### src/rtl/aes_mode_ctrl.sv
// rtl/aes_mode_ctrl.sv - ECB/CBC/CTR block-mode front end for the AES core with output FIFO
module aes_mode_ctrl #(
  parameter int BLK_W     = 128,
  parameter int KEY_W     = 256,
  parameter int CTR_W     = 32,
  parameter int OUT_DEPTH = 2
) (
  input  logic             clk_i,
  input  logic             rst_i,
  input  logic             cfg_load_i,
  input  logic [1:0]       cfg_mode_i,
  input  logic [1:0]       cfg_type_i,
  input  logic [KEY_W-1:0] cfg_key_i,
  input  logic [BLK_W-1:0] cfg_iv_i,
  output logic             cfg_err_o,
  input  logic             in_valid_i,
  output logic             in_ready_o,
  input  logic [BLK_W-1:0] in_data_i,
  output logic             out_valid_o,
  input  logic             out_ready_i,
  output logic [BLK_W-1:0] out_data_o,
  output logic             busy_o,
  output logic             core_start_o,
  output logic [1:0]       core_type_o,
  output logic [KEY_W-1:0] core_key_o,
  output logic [BLK_W-1:0] core_text_o,
  input  logic             core_done_i,
  input  logic [BLK_W-1:0] core_text_i
);

  localparam int PTR_W = (OUT_DEPTH > 1) ? $clog2(OUT_DEPTH) : 1;
  localparam int CNT_W = $clog2(OUT_DEPTH + 1);
  localparam logic [BLK_W-1:0] ONE = BLK_W'(1);
  // A shift of BLK_W yields 0, so the full-width counter case becomes all ones.
  localparam logic [BLK_W-1:0] CTR_MASK = (ONE << CTR_W) - ONE;
  localparam logic [1:0] MODE_CBC = 2'b01;
  localparam logic [1:0] MODE_CTR = 2'b10;

  typedef enum logic [1:0] {S_IDLE, S_ISSUE, S_WAIT} state_t;

  state_t             state_q, state_d;
  logic [1:0]         mode_q, type_q;
  logic [KEY_W-1:0]   key_q;
  logic [BLK_W-1:0]   chain_q, data_q, result;
  logic               err_q;
  logic [BLK_W-1:0]   mem [OUT_DEPTH];
  logic [PTR_W-1:0]   rd_ptr, wr_ptr;
  logic [CNT_W-1:0]   count;
  logic               fifo_full, accept, cfg_ok, push, pop;

  function automatic logic [PTR_W-1:0] ptr_inc(input logic [PTR_W-1:0] p);
    return (p == PTR_W'(OUT_DEPTH - 1)) ? '0 : p + 1'b1;
  endfunction

  assign fifo_full   = (count == CNT_W'(OUT_DEPTH));
  assign accept      = in_valid_i && in_ready_o;
  assign cfg_ok      = cfg_load_i && (state_q == S_IDLE);
  assign push        = (state_q == S_WAIT) && core_done_i;
  assign pop         = out_valid_o && out_ready_i;
  assign out_valid_o = (count != '0);
  assign out_data_o  = mem[rd_ptr];
  assign busy_o      = (state_q != S_IDLE) || (count != '0);
  assign cfg_err_o   = err_q;
  assign core_type_o = type_q;
  assign core_key_o  = key_q;

  always_ff @(posedge clk_i) begin
    if (rst_i) state_q <= S_IDLE;
    else       state_q <= state_d;
  end

  always_comb begin
    state_d = state_q;
    case (state_q)
      S_IDLE:  if (accept) state_d = S_ISSUE;
      S_ISSUE: state_d = S_WAIT;
      S_WAIT:  if (core_done_i) state_d = S_IDLE;
      default: state_d = S_IDLE;
    endcase
  end

  // A simultaneous cfg_load_i takes priority over an input block.
  always_comb begin
    in_ready_o   = 1'b0;
    core_start_o = 1'b0;
    case (state_q)
      S_IDLE:  in_ready_o   = !fifo_full && !cfg_load_i && !rst_i;
      S_ISSUE: core_start_o = 1'b1;
      default: ;
    endcase
  end

  always_comb begin
    case (mode_q)
      MODE_CBC: core_text_o = data_q ^ chain_q;
      MODE_CTR: core_text_o = chain_q;
      default:  core_text_o = data_q;
    endcase
    result = (mode_q == MODE_CTR) ? (core_text_i ^ data_q) : core_text_i;
  end

  always_ff @(posedge clk_i) begin
    if (rst_i) begin
      mode_q  <= '0;
      type_q  <= '0;
      key_q   <= '0;
      chain_q <= '0;
      data_q  <= '0;
      err_q   <= 1'b0;
    end else begin
      err_q <= cfg_load_i && (state_q != S_IDLE);
      if (cfg_ok) begin
        mode_q  <= cfg_mode_i;
        type_q  <= cfg_type_i;
        key_q   <= cfg_key_i;
        chain_q <= cfg_iv_i;
      end
      if (accept) data_q <= in_data_i;
      if (push) begin
        if (mode_q == MODE_CBC)
          chain_q <= core_text_i;
        else if (mode_q == MODE_CTR)
          chain_q <= (chain_q & ~CTR_MASK) | ((chain_q + ONE) & CTR_MASK);
      end
    end
  end

  always_ff @(posedge clk_i) begin
    if (push) mem[wr_ptr] <= result;
  end

  always_ff @(posedge clk_i) begin
    if (rst_i) begin
      rd_ptr <= '0;
      wr_ptr <= '0;
      count  <= '0;
    end else begin
      if (push) wr_ptr <= ptr_inc(wr_ptr);
      if (pop)  rd_ptr <= ptr_inc(rd_ptr);
      case ({push, pop})
        2'b10:   count <= count + CNT_W'(1);
        2'b01:   count <= count - CNT_W'(1);
        default: count <= count;
      endcase
    end
  end

endmodule
### config.mk
export PLATFORM = sky130hd
export DESIGN_NAME = aes_mode_ctrl
export DESIGN_NICKNAME = d
export VERILOG_FILES = /design/src/rtl/aes_mode_ctrl.sv
export SDC_FILE = /design/constraint.sdc
export NUM_CORES = 2
export LEC_CHECK = 0
export CORE_AREA = 2 2 456 458
export DETAILED_ROUTE_END_ITERATION = 12
export DIE_AREA = 0 0 458 460
export PLACE_DENSITY = 0.37
export SLEW_MARGIN = 20
export SYNTH_ARGS = -nofsm -noshare
export SYNTH_HDL_FRONTEND = slang
export SYNTH_SLANG_ARGS = --single-unit
export TNS_END_PERCENT = 30
### constraint.sdc
create_clock -name clk_i -period 16.67 [get_ports clk_i]
set_input_delay 3.334 -clock clk_i [delete_from_list [all_inputs] [get_ports clk_i]]
set_output_delay 3.334 -clock clk_i [all_outputs]
set_load 0.05 [all_outputs]
* Word level (Yosys, flattened, before mapping)
Memories as Yosys holds them, arrays and structs flattened. A register that Yosys moved wholly into a read port is not among the register bits.
Cells that the tools add are included.
** Word-level totals
- Register bits :: 523
- Bits in writable memories :: 256
- Bits of input ports :: 650
- Output and inout bits :: 519
- Word-level logic and storage cells :: 62
- Memories kept :: 1
** Operators by class
- Add/subtract/negate cells :: 5
- Equality and inequality tests :: 9
- Muxes and demuxes :: 18
- Bitwise logic cells :: 3
- Reductions and logical operators :: 16
** Memories
- mem :: depth 2, width 128, rd ports 1, clocked after memory_dff 1, wr ports 1, line 46 : logic [BLK_W-1:0] mem [OUT_DEPTH];
** Operators with widths (number)
- $mux 128 :: 5
- $pmux 128 s2 :: 1
- $xor 128x128->128 :: 2
- $or 128x32->128 :: 1
- $add 32x1->32 const B :: 1
- $eq 2x2->1 const B :: 4
- $mux 1 :: 8
- $logic_and 1x1->1 :: 7
- $eq 2x1->1 const B :: 3
- $pmux 2 s3 :: 1
- $reduce_bool 2->1 :: 3
- $mux 2 :: 2
- $ne 2x2->1 const B :: 2
- $pmux 2 s2 :: 1
- $logic_not 1->1 :: 3
- $add 1x1->1 const B :: 2
- $add 2x1->2 const B :: 1
- $logic_not 2->1 :: 1
- $reduce_and 2->1 :: 1
- $sub 2x1->2 const B :: 1
- $logic_or 1x1->1 :: 1

* Logic depth before layout (Yosys ltp)
- Depth after elaboration :: 8
- Gate-level depth with buffers :: 11
- Depth with buffers taken out :: 7

* Least setup slack after synthesis
No wires, ideal clock.
- Kind :: input port to flip-flop
- Start point :: input core_done_i
- End point :: memory mem[0][0] (enable)
- Setup time :: 0.616 ns
- Arrival :: 9.439 ns
- Required time :: 16.054 ns
- Setup slack :: 6.614 ns
- Cell stages on the path :: 7
- Path buffers :: 4
- Cells stage by stage :: and3b_1 buf_4 inv_2 buf_4 buf_6 buf_2 nor2_1
** Between the ends
- Longest elaborated chain between the ends :: 3
** RTL lines
- start, declared :: line 27 : input logic core_done_i,
- $logic_and 1x1->1 :: line 58 : assign push = (state_q == S_WAIT) && core_done_i;
- $mux 1 :: line 129 : if (push) mem[wr_ptr] <= result;
- $mux 1 (not written as such) :: line 129
- end, declared :: line 46
No other way between the ends.

* Worst setup path after layout
- Start point :: input cfg_load_i
- End point :: output in_ready_o
** Between the ends
- Longest elaborated chain between the ends :: 4
** RTL lines
- start, declared :: line 10 : input logic cfg_load_i,
- $logic_not 1->1 :: line 87 : S_IDLE: in_ready_o = !fifo_full && !cfg_load_i && !rst_i;
- $logic_and 1x1->1 (2 in series) :: line 87
- $mux 1 :: line 86 : case (state_q)
- end, declared :: line 17 : output logic in_ready_o,
No other way between the ends.

==> results_dict.tcl <==
set metrics [dict create \
    final_max_slew_viol_count 0 \
    tns_ns 0 \
    worstPathMaxFanout 7 \
    worstSetupStartpointType "input port" \
    cts_sinks 780 \
    drive_above_1_share 0.0690 \
    crit_top_cell "clkdlybuf4s50_1" \
    place_worst_setup_slack_ns 7.93 \
    ys_ff_latch 780 \
    crit_type "in -> out" \
    finClkSkew_ns 0.0423 \
    path_clk_slew_ns 0.05 \
    clock_latency_ns 0.76 \
    place_area_mm2 0.0495 \
    hp-class "reg -> reg" \
    cts_hold_buf 0 \
    via_count 34536 \
    clock_path_buffers 3 \
    rows 167 \
    wl_per_cell_um 27.6 \
    htree_levels 3 \
    avgViaCountPerCell 4.39 \
    ys.flop_type "dfxtp_1" \
    initial_core_util 0.171 \
    grt_pass1_wl_um 288000 \
    endpoint_kind "output port" \
    rsz0062_at_grt "no" \
    fp.dieW_um 458 \
    ant_nets 0 \
    synth_enable_flop_cells 256 \
    antenna_found_initial 100 \
    vdd_ir_drop_max_uv 78.7 \
    drc 0 \
    grt-ovfl-total 0 \
    period_share 0.523 \
    final_core_util 0.258 \
    path_cells "clkdlybuf4s50_1 > nor4b_2 > clkdlybuf4s50_1" \
    total_power_mw 5.49 \
    nets 5696 \
    async_reset_ff_frac 0 \
    synth_cells 4059 \
    grt_pass1_vias 32816 \
    drt_first_iter_violations 2450 \
    worstPathArrival_ns 5.38 \
    leakagePower_nw 17.6 \
    wl_um 217000 \
    cts_root_buf "clkbuf_16" \
    tightest_slew_ns 1.22 \
    cp_slowest_cell "clkdlybuf4s50_1" \
    ys_types 59 \
    cpPeakStageDelay_ns 0.91 \
    cp.required_ns 13.34 \
    ys_seq_area_frac 0.515 \
    cts_setup_buffers 0 \
    setup_viol 0 \
    drt_first_pass_iters 7 \
    port_buffers 1168 \
    syn-num-nets 4714 \
    max_freq_mhz 115 \
    area_growth_pct 50.4 \
    setup_ws_ns 7.95 \
    cts_tree "yes" \
    grt_use_total 0.197 \
    fp.dieH_um 460 \
    p_per_area_mw_per_mm2 104 \
    fin_crit_ns 8.72 \
    cts_inserted_buffers 105 \
    finalHoldViolCount 0 \
    outcome "completed" \
    die_area_mm2 0.211 \
    place_hpwl_um 159000 \
    io_pins 1169 \
    maxCapViolations 0 \
    syn_area_per_cell_um2 8.69 \
    grt_max_degree 174 \
    syn_area_mm2 0.0353 \
    synth_warnings 0 \
    core_mm2 0.206 \
    gp_congestion 0.838 \
    relSlewSlack 0.184 \
    finalInstanceArea_mm2 0.0531 \
    cts.repair.resized 0 \
]
[synthesized netlist by cell type (5+ instances only)]
master | number | share of area
nor2_1 | 111 | 0.012
nor3_1 | 103 | 0.015
buf_1 | 32 | 0.0034
o21ai_0 | 5 | 0.00071
clkbuf_1 | 223 | 0.024
nand2_1 | 955 | 0.10
o32ai_1 | 130 | 0.032
nand3_1 | 10 | 0.0014
xnor2_1 | 155 | 0.038
nand4_1 | 5 | 0.00089
inv_1 | 260 | 0.028
a22oi_1 | 98 | 0.021
a21oi_1 | 774 | 0.11
o221ai_1 | 10 | 0.0025
ha_1 | 5 | 0.0018
edfxtp_1 | 256 | 0.22
dfxtp_1 | 524 | 0.30
o22ai_1 | 111 | 0.020
mux2_2 | 128 | 0.041
buf_2 | 74 | 0.010
mux2i_1 | 13 | 0.0037
[placed cells by master, fill, tap and decap left out, drive strengths merged, types with 3 or more instances in the layout]
cell type,Yosys,routed
nand3,10,10
diode,0,29
nor2b,4,4
clkinv,0,24
clkbuf,223,158
inv,262,267
a22oi,98,98
clkdlybuf4s50,0,1167
o22ai,111,111
nor3,107,107
nand2b,5,5
nor3b,4,4
o221ai,10,10
ha,5,5
a221oi,3,3
or3,4,4
a21oi,774,774
bufinv,0,9
a311oi,3,3
and4,3,3
edfxtp,256,256
nor2,115,115
nand2,957,957
mux2i,13,13
nand4,7,7
o32ai,130,130
mux2,128,128
buf,112,43
dfxtp,524,524
xnor2,155,155
a31oi,4,4
o21ai,6,6
nor4,3,3
[final cells by class]
cell class	count	area, um2
repair buffers	1210	12100
well taps	2704	3380
fillers	22391	153000
clock buffers	158	2990
inverters	262	993
multi-input cells	2682	14800
flip-flops and latches	780	18200
clock inverters	39	502
diodes	29	72.6
[metal layers]
metal,wire (um),part of all wire,track usage
met5,329,0.0015,0
met1,90400,0.42,0.245
met2,99300,0.46,0.314
met3,21100,0.097,0.0748
met4,5970,0.028,0.0559
[final timing paths]
| check | slack, ns | end | from | cells after the start |
|---|---|---|---|---|
| worst max-delay path | 7.95 | in_ready_o | cfg_load_i | 3 |
| worst min-delay path | 0.45 | core_key_o[83] | core_key_o[83] | 2 |
| worst max register to register | 12.58 | chain_q[58] | mode_q[1] | 9 |
| worst min register to register | 0.45 | core_key_o[83] | core_key_o[83] | 2 |
[cells by family (layout without fill, tap and decap cells)]
family,Yosys count,in the layout,synth area share
AOI/OAI and AO/OA,1150,1150,0.191
buffers and inverters,597,1669,0.0670
and+or+nand+nor,1229,1229,0.141
muxes,141,141,0.0445
DFF,780,780,0.515
adders and majority gates,5,5,0.00177
xor gates and xnor gates,157,157,0.0390
other,0,29,0
[worst max-delay path, delay by kind of cell]
kind                   cells  cell delay, ns
and+or+nand+nor            1            0.57
buffers and inverters      2            1.47
[power by group]
group          switching (mW)  total, mW  internal [mW]
sequential             0.0518       2.10           2.04
combinational           0.667       1.05          0.384
clock                   0.968       2.35           1.38
[per-stage QoR]
| stage | hold slack, ns | std cells |
|---|---|---|
| after floorplan | 0.450 | 4059 |
| after global placement | 0.442 | 7638 |
| after detailed placement | 0.446 | 7638 |
| after CTS | 0.453 | 7835 |
| after global routing | 0.469 | 7849 |
| final | 0.452 | 7864 |
[state kept, by name (all words and copies together), names as in the netlist, named ones only]
| name | count |
|---|---|
| cfg_err_o | 1 |
| chain_q | 128 |
| core_key_o | 256 |
| core_type_o | 2 |
| count | 2 |
| data_q | 128 |
| mem | 256 |
| mode_q | 2 |
| rd_ptr | 1 |
| state_q | 2 |
| wr_ptr | 1 |
No activity file was read; power rests on OpenSTA's default activity.
